File: config.mk
export PLATFORM = sky130hd
export DESIGN_NAME = alu_mc_flat
export DESIGN_NICKNAME = d
export VERILOG_FILES = /design/src/rtl/alu_pkg.sv /design/src/rtl/alu_mc_if.sv /design/src/rtl/alu_mul_seq.sv /design/src/rtl/alu_mc.sv /design/src/flat_wrapper.sv
export SDC_FILE = /design/constraint.sdc
export NUM_CORES = 1
export LEC_CHECK = 0
export CAP_MARGIN = 20
export CELL_PAD_IN_SITES_DETAIL_PLACEMENT = 1
export CELL_PAD_IN_SITES_GLOBAL_PLACEMENT = 2
export CORE_MARGIN = 1.5
export CORE_UTILIZATION = 30
export CTS_CLUSTER_SIZE = 14
export DETAILED_ROUTE_END_ITERATION = 12
export PLACE_DENSITY_LB_ADDON = 0.1
export SLEW_MARGIN = 20
export SYNTH_ARGS = -nofsm -noshare
export SYNTH_HDL_FRONTEND = slang
export SYNTH_SLANG_ARGS = --single-unit
File: constraint.sdc
create_clock -name clk -period 3.7 [get_ports clk]
set_clock_uncertainty 0.15 [all_clocks]
set_input_delay 0.74 -clock clk [delete_from_list [all_inputs] [get_ports clk]]
set_output_delay 0.74 -clock clk [all_outputs]
set_load 0.02 [all_outputs]
File: src/rtl/alu_pkg.sv
// Shared definitions for the multi-cycle MU0 ALU: op codes, FSM states and flag layout.
package alu_pkg;

    localparam int unsigned OP_W   = 3;
    localparam int unsigned FLAG_W = 4;

    localparam logic [OP_W-1:0] OP_PASS = 3'b000;
    localparam logic [OP_W-1:0] OP_ADD  = 3'b001;
    localparam logic [OP_W-1:0] OP_INC  = 3'b010;
    localparam logic [OP_W-1:0] OP_SUB  = 3'b011;
    localparam logic [OP_W-1:0] OP_AND  = 3'b100;
    localparam logic [OP_W-1:0] OP_OR   = 3'b101;
    localparam logic [OP_W-1:0] OP_MUL  = 3'b110;
    localparam logic [OP_W-1:0] OP_CMP  = 3'b111;

    localparam int unsigned FLG_N = 3;
    localparam int unsigned FLG_Z = 2;
    localparam int unsigned FLG_C = 1;
    localparam int unsigned FLG_V = 0;

    typedef enum logic [1:0] {
        ST_IDLE = 2'd0,
        ST_BUSY = 2'd1,
        ST_DONE = 2'd2
    } state_t;

    // Places individual flag bits at their fixed positions in the flags word
    function automatic logic [FLAG_W-1:0] pack_flags(input logic n, input logic zf,
                                                     input logic c, input logic v);
        logic [FLAG_W-1:0] f;
        f        = '0;
        f[FLG_N] = n;
        f[FLG_Z] = zf;
        f[FLG_C] = c;
        f[FLG_V] = v;
        return f;
    endfunction

endpackage

File: src/rtl/alu_mc_if.sv
// Request/response channel between the MU0 control FSM (master) and the ALU (slave).
interface alu_mc_if
    import alu_pkg::*;
#(
    parameter int unsigned WIDTH = 16
);
    logic              in_valid;
    logic              in_ready;
    logic [OP_W-1:0]   op;
    logic [WIDTH-1:0]  x;
    logic [WIDTH-1:0]  y;
    logic              out_valid;
    logic              out_ready;
    logic [WIDTH-1:0]  z;
    logic [FLAG_W-1:0] flags;

    modport master (
        output in_valid, op, x, y, out_ready,
        input  in_ready, out_valid, z, flags
    );

    modport slave (
        input  in_valid, op, x, y, out_ready,
        output in_ready, out_valid, z, flags
    );
endinterface

File: src/rtl/alu_mul_seq.sv
// Iterative shift-add multiplier: operand bit 0 is consumed at start, then one bit per cycle.
module alu_mul_seq #(
    parameter int unsigned WIDTH = 16
) (
    input  logic               clk,
    input  logic               rst_n,
    input  logic               start,
    input  logic [WIDTH-1:0]   x,
    input  logic [WIDTH-1:0]   y,
    output logic               done,
    output logic [2*WIDTH-1:0] prod
);
    localparam int unsigned PW = 2 * WIDTH;
    localparam int unsigned CW = $clog2(WIDTH);

    logic [PW-1:0]    acc;
    logic [PW-1:0]    mcand;
    logic [WIDTH-1:0] mplier;
    logic [CW-1:0]    cnt;
    logic             running;

    // cnt counts the remaining busy cycles; the product is complete when it reaches zero
    always_ff @(posedge clk or negedge rst_n) begin
        if (!rst_n) begin
            running <= 1'b0;
            cnt     <= '0;
            acc     <= '0;
            mcand   <= '0;
            mplier  <= '0;
        end else if (start) begin
            running <= 1'b1;
            cnt     <= CW'(WIDTH - 1);
            acc     <= y[0] ? PW'(x) : '0;
            mcand   <= PW'(x) << 1;
            mplier  <= y >> 1;
        end else if (running) begin
            if (cnt == '0) begin
                running <= 1'b0;
            end else begin
                cnt    <= cnt - CW'(1);
                mcand  <= mcand << 1;
                mplier <= mplier >> 1;
                if (mplier[0]) begin
                    acc <= acc + mcand;
                end
            end
        end
    end

    assign done = running && (cnt == '0);
    assign prod = acc;

endmodule

File: src/rtl/alu_mc.sv
// Registered multi-cycle ALU for the MU0 datapath with valid/ready request and response channels.
module alu_mc
    import alu_pkg::*;
#(
    parameter int unsigned WIDTH  = 16,
    parameter bit          MUL_EN = 1'b1
) (
    input  logic   clk,
    input  logic   rst_n,
    alu_mc_if.slave bus
);
    localparam int unsigned W1 = WIDTH + 1;
    localparam int unsigned PW = 2 * WIDTH;

    state_t            state;
    logic [WIDTH-1:0]  z_q;
    logic [FLAG_W-1:0] flags_q;
    logic              out_valid_q;

    logic              in_ready_c;
    logic              accept;
    logic              is_mul;
    logic              mul_done;
    logic [PW-1:0]     mul_prod;
    logic [FLAG_W-1:0] mul_flags;

    logic [WIDTH-1:0]  b_opnd;
    logic              cin;
    logic [WIDTH:0]    sum;
    logic [WIDTH-1:0]  res;
    logic              res_c;
    logic              res_v;
    logic [WIDTH-1:0]  sc_z;
    logic [FLAG_W-1:0] sc_flags;

    assign in_ready_c = (state == ST_IDLE) || ((state == ST_DONE) && bus.out_ready);
    assign accept     = bus.in_valid && in_ready_c;
    assign is_mul     = MUL_EN && (bus.op == OP_MUL);

    // Single-cycle ops share one adder; SUB/CMP use x + ~y + 1
    always_comb begin
        b_opnd = bus.y;
        cin    = 1'b0;
        case (bus.op)
            OP_INC:         begin b_opnd = '0;     cin = 1'b1; end
            OP_SUB, OP_CMP: begin b_opnd = ~bus.y; cin = 1'b1; end
            default: ;
        endcase
        sum   = {1'b0, bus.x} + {1'b0, b_opnd} + W1'(cin);
        res   = bus.y;
        res_c = 1'b0;
        res_v = 1'b0;
        case (bus.op)
            OP_ADD, OP_INC, OP_SUB, OP_CMP: begin
                res   = sum[WIDTH-1:0];
                res_c = sum[WIDTH];
                res_v = (bus.x[WIDTH-1] == b_opnd[WIDTH-1]) && (sum[WIDTH-1] != bus.x[WIDTH-1]);
            end
            OP_AND:  res = bus.x & bus.y;
            OP_OR:   res = bus.x | bus.y;
            default: res = bus.y;
        endcase
        sc_flags = pack_flags(res[WIDTH-1], res == '0, res_c, res_v);
        sc_z     = (bus.op == OP_CMP) ? z_q : res;
    end

    generate
        if (MUL_EN) begin : g_mul
            logic mul_start;
            assign mul_start = accept && is_mul;
            alu_mul_seq #(.WIDTH(WIDTH)) u_mul (
                .clk   (clk),
                .rst_n (rst_n),
                .start (mul_start),
                .x     (bus.x),
                .y     (bus.y),
                .done  (mul_done),
                .prod  (mul_prod)
            );
        end else begin : g_nomul
            assign mul_done = 1'b0;
            assign mul_prod = '0;
        end
    endgenerate

    assign mul_flags = pack_flags(mul_prod[WIDTH-1], mul_prod[WIDTH-1:0] == '0,
                                  |mul_prod[PW-1:WIDTH], 1'b0);

    // Control FSM with registered result, flags and out_valid
    always_ff @(posedge clk or negedge rst_n) begin
        if (!rst_n) begin
            state       <= ST_IDLE;
            z_q         <= '0;
            flags_q     <= '0;
            out_valid_q <= 1'b0;
        end else begin
            case (state)
                ST_IDLE, ST_DONE: begin
                    if (accept) begin
                        out_valid_q <= !is_mul;
                        if (is_mul) begin
                            state <= ST_BUSY;
                        end else begin
                            state   <= ST_DONE;
                            z_q     <= sc_z;
                            flags_q <= sc_flags;
                        end
                    end else if ((state == ST_DONE) && bus.out_ready) begin
                        state       <= ST_IDLE;
                        out_valid_q <= 1'b0;
                    end
                end
                ST_BUSY: begin
                    if (mul_done) begin
                        state       <= ST_DONE;
                        z_q         <= mul_prod[WIDTH-1:0];
                        flags_q     <= mul_flags;
                        out_valid_q <= 1'b1;
                    end
                end
                default: begin
                    state       <= ST_IDLE;
                    out_valid_q <= 1'b0;
                end
            endcase
        end
    end

    assign bus.in_ready  = in_ready_c;
    assign bus.out_valid = out_valid_q;
    assign bus.z         = z_q;
    assign bus.flags     = flags_q;

endmodule

File: src/flat_wrapper.sv
// flat-port wrapper written by rule: the top's interface ports become plain ports
module alu_mc_flat import alu_pkg::*;
#(
    parameter int unsigned WIDTH  = 16,
    parameter bit          MUL_EN = 1'b1
)
  (clk, rst_n, bus_in_valid, bus_op, bus_x, bus_y, bus_out_ready, bus_in_ready, bus_out_valid, bus_z, bus_flags);
  alu_mc_if #(.WIDTH(WIDTH)) bus_i ();
  input  logic clk;
  input  logic rst_n;
  input wire logic [$bits(bus_i.in_valid)-1:0] bus_in_valid;
  input wire logic [$bits(bus_i.op)-1:0] bus_op;
  input wire logic [$bits(bus_i.x)-1:0] bus_x;
  input wire logic [$bits(bus_i.y)-1:0] bus_y;
  input wire logic [$bits(bus_i.out_ready)-1:0] bus_out_ready;
  output wire logic [$bits(bus_i.in_ready)-1:0] bus_in_ready;
  output wire logic [$bits(bus_i.out_valid)-1:0] bus_out_valid;
  output wire logic [$bits(bus_i.z)-1:0] bus_z;
  output wire logic [$bits(bus_i.flags)-1:0] bus_flags;
  assign bus_i.in_valid = bus_in_valid;
  assign bus_i.op = bus_op;
  assign bus_i.x = bus_x;
  assign bus_i.y = bus_y;
  assign bus_i.out_ready = bus_out_ready;
  assign bus_in_ready = bus_i.in_ready;
  assign bus_out_valid = bus_i.out_valid;
  assign bus_z = bus_i.z;
  assign bus_flags = bus_i.flags;
  alu_mc #(.WIDTH(WIDTH), .MUL_EN(MUL_EN)) u_core (.clk(clk), .rst_n(rst_n), .bus(bus_i));
endmodule
==> flow_metrics.py <==
metrics = {
    "cells_and_area": {
        "drive_gt1_share_pct": 14.6,
        "seqCellArea_sq_mm": 0.00263,
        "fin_cells": 1462,
        "multi_input_area_sq_mm": 0.00503,
        "num-fill-cells": 3113,
        "final_area_sq_mm": 0.00994,
        "diodes": 0,
        "fin_nets": 1211,
        "areaGrowthSynthToFinish_pct": 26.3,
    },
    "floorplan": {
        "start_util_pct": 30.4,
        "die_h_microns": 165,
        "core_sq_mm": 0.0259,
        "ios": 61,
        "die_w_microns": 165,
        "die-area_sq_mm": 0.0272,
        "num_rows": 59,
    },
    "yosys": {
        "ys.flop_type": "dfrtp_1",
        "synthMuxAreaShare_pct": 1.97,
        "synth_fp_nets": 1085,
        "syn-instance-count": 996,
        "synth-seq-cells": 105,
        "async_reset_ff_share_pct": 100,
        "synth-adder-area-share_pct": 8.87,
        "synth_top_family_by_area": "compound AO/OA/AOI/OAI gates",
        "synth.distinct_cells": 71,
        "synth_edf_count": 0,
        "synth-xor-area-share_pct": 3.78,
        "yosysSeqAreaShare_pct": 33.4,
        "syn-cell-area_sq_mm": 0.00787,
        "syn_avg_cell_area_sq_um": 7.91,
        "yosys.area_share.simple_pct": 21.7,
        "synth_compound_area_share_pct": 26.3,
        "yosys_warnings": 0,
    },
    "route": {
        "ant_nets": 0,
        "viasPerCell": 5.38,
        "highest-signal-layer": "met4",
        "wl_mm": 30.8,
        "drtPass1Iterations": 5,
        "wl_met3_microns": 812,
        "wire_per_inst_microns": 21.1,
        "drcViolationCount": 0,
        "drt_iter0_markers": 463,
        "wl_met1_mm": 15.3,
        "met2WireLength_mm": 14.2,
        "dr_total_vias": 7863,
    },
    "power": {
        "irDropWorstVdd_mv": 0.343,
        "p_leak_nw": 4.38,
        "p_per_area_mw_per_mm2": 675,
    },
    "timing": {
        "max-slew-margin-rel_pct": 29.0,
        "worstMarginPinSlew_ns": 1.06,
        "setup_violations": 0,
        "period_share_pct": 95.6,
        "finalHoldViolCount": 0,
        "finalMaxSlewViolations": 0,
        "rsz0062_at_grt": "false",
        "fin_crit_ns": 3.54,
        "fmax_ghz": 0.283,
        "whs_ns": 0.235,
    },
    "placed_design": {
        "dpl.hpwl_mm": 23.7,
        "io_buffer_count": 60,
        "dp_cells": 1446,
        "gp_congestion": 0.835,
        "dpl_cell_area_sq_mm": 0.00960,
    },
    "setup_path": {
        "worstSetupStartpointType": "input pin",
        "rr_endpoint": "u_core.g_mul.u_mul.prod[24]$_DFFE_PN0P_",
        "r2r_cells": 9,
        "crit_arrival_ns": 3.66,
        "startpoint": "bus_op[0]",
        "required_ns": 3.83,
        "critical_path_peak_fanout": 7,
        "reg2reg_slack_ns": 0.56,
        "reg2reg_from": "u_core.g_mul.u_mul.mcand[2]$_DFFE_PN0P_",
        "end_kind": "register",
        "critPathKind": "input pin to register",
    },
    "global_route": {
        "grt_pass1_vias": 7995,
        "grt.total_usage_pct": 23.3,
        "antenna_found_initial": 0,
        "grt_max_degree": 55,
        "grt_pass1_wl_mm": 47.4,
        "grt_overflow": 0,
    },
    "clock_network": {
        "root_buffer": "clkbuf_16",
        "cts_sinks": 105,
        "clk_pin_slew_ns": 0.08,
        "cts_tree": "built",
        "clkLatencyLatePin_ns": 0.36,
        "clk_path_buf_depth": 2,
        "htree_num_levels": 3,
        "numCtsBuffers": 9,
        "postCtsSetupBuffers": 0,
    },
    "status": {
        "status": "completed",
    },
    "flow_run": {
        "maxCapViolCount": 0,
    },
    "min_path": {
        "hp-class": "input pin to async pin",
    },
}
-- per-stage QoR --
| step | utilization, % | setup WS [ns] | total power [mW] | TNS, ns |
|---|---|---|---|---|
| after global placement | 37.0 | -0.355 | 5.62 | -3.27 |
| after detailed placement | 37.0 | -0.470 | 5.67 | -4.40 |
| after global routing | 38.4 | 0.0223 | 7.26 | 0 |
| after floorplan | - | -0.00608 | 4.44 | -0.00608 |
| final | 38.4 | 0.165 | 6.71 | 0 |
| after CTS | 38.3 | 0.0481 | 6.78 | 0 |
-- layout by cell type (no fill, tap or decap), types with 22 or more instances in the layout --
cell type,count
inv_1,22
nand2_1,171
nor2_1,90
a31oi_1,45
buf_4,108
dfrtp_1,105
clkdlybuf4s50_1,56
o21ai_0,62
ha_1,47
a21oi_1,107
nand3_1,27
-- metal layers --
layer  vias up  global-route usage (%)
met3        23                    2.81
met5         -                       0
met2       118                    38.0
li1       3830                       -
met1      3892                    32.7
met4         0                    5.24
-- worst max-delay path, cell delays in order --
cell and delay [ns]:
dlygate4sd2_1 0.26, nand2b_4 0.16, nand2_4 0.09, buf_4 0.13, inv_1 0.05, fa_2 0.41, a21oi_2 0.19, o211ai_1 0.15
buf_4 0.16, o21a_4 0.21, a221oi_4 0.30, mux2i_1 0.15, a21oi_2 0.16, or3b_1 0.35, o21ai_1 0.14
-- power by group --
group	switching [mW]	internal [mW]
clock	0.496	0.576
sequential	0.438	1.60
combinational	2.09	1.52
total	3.02	3.69
-- cell usage after synthesis, drive strengths merged, types with 9 or more instances --
cell type | instances | area [sq um]
xnor2 | 19 | 166
inv | 22 | 82.6
a21o | 18 | 135
o211ai | 18 | 135
nand3 | 28 | 140
mux2i | 11 | 110
a31oi | 45 | 282
o21a | 12 | 97.6
buf | 9 | 60.1
o21ai | 68 | 348
xor2 | 15 | 131
a21oi | 113 | 569
nand2b | 17 | 106
nand2 | 174 | 653
clkbuf | 46 | 173
ha | 47 | 588
nor2b | 11 | 68.8
and3 | 10 | 62.6
dfrtp | 105 | 2630
nor2 | 91 | 342
nor4 | 10 | 62.6
-- layout make-up --
cell class	instances	share of cell area, %
Clock buffer	11	2.54
Inverter	22	0.831
Tap cell	335	4.22
Multi-Input combinational cell	814	50.6
Clock inverter	5	0.692
Sequential cell	105	26.4
Timing Repair Buffer	170	14.7
-- kinds of logic after synthesis --
logic type                 Yosys count
and+or+nand+nor                    381
AOI/OAI and AO/OA                  329
DFF                                105
buffers and inverters               77
adders and majority gates           55
xor gates and xnor gates            34
muxes                               15
-- flip-flops by register name, summed over array words and instances, names as in the netlist --
name,count
u_core.g_mul.u_mul.running,1
u_core.bus.flags,4
u_core.g_mul.u_mul.mcand,31
u_core.g_mul.u_mul.cnt,4
u_core.g_mul.u_mul.prod,32
u_core.state,2
u_core.g_mul.u_mul.mplier,15
u_core.bus.z,16
-- how the worst max path moves through the flow --
stage,depth (start not counted),slack [ns],end
floorplan,19,-0.006,u_core.bus.flags[2]$_DFFE_PN0P_
global placement,14,-0.35,u_core.bus.flags[2]$_DFFE_PN0P_
detailed placement,13,-0.47,u_core.bus.flags[2]$_DFFE_PN0P_
CTS,13,0.05,u_core.bus.flags[2]$_DFFE_PN0P_
global route,15,0.02,u_core.bus.flags[2]$_DFFE_PN0P_
finish,15,0.16,u_core.bus.flags[2]$_DFFE_PN0P_
-- repair_timing --
| action | CTS | global route |
|---|---|---|
| pin swaps | 5 | 1 |
| endpoints found under the setup margin | 5 | 8 |
| resized for setup | 6 | 4 |
| hold buffers | 0 | 0 |
Note: power is estimated with default switching activity, not from simulation.
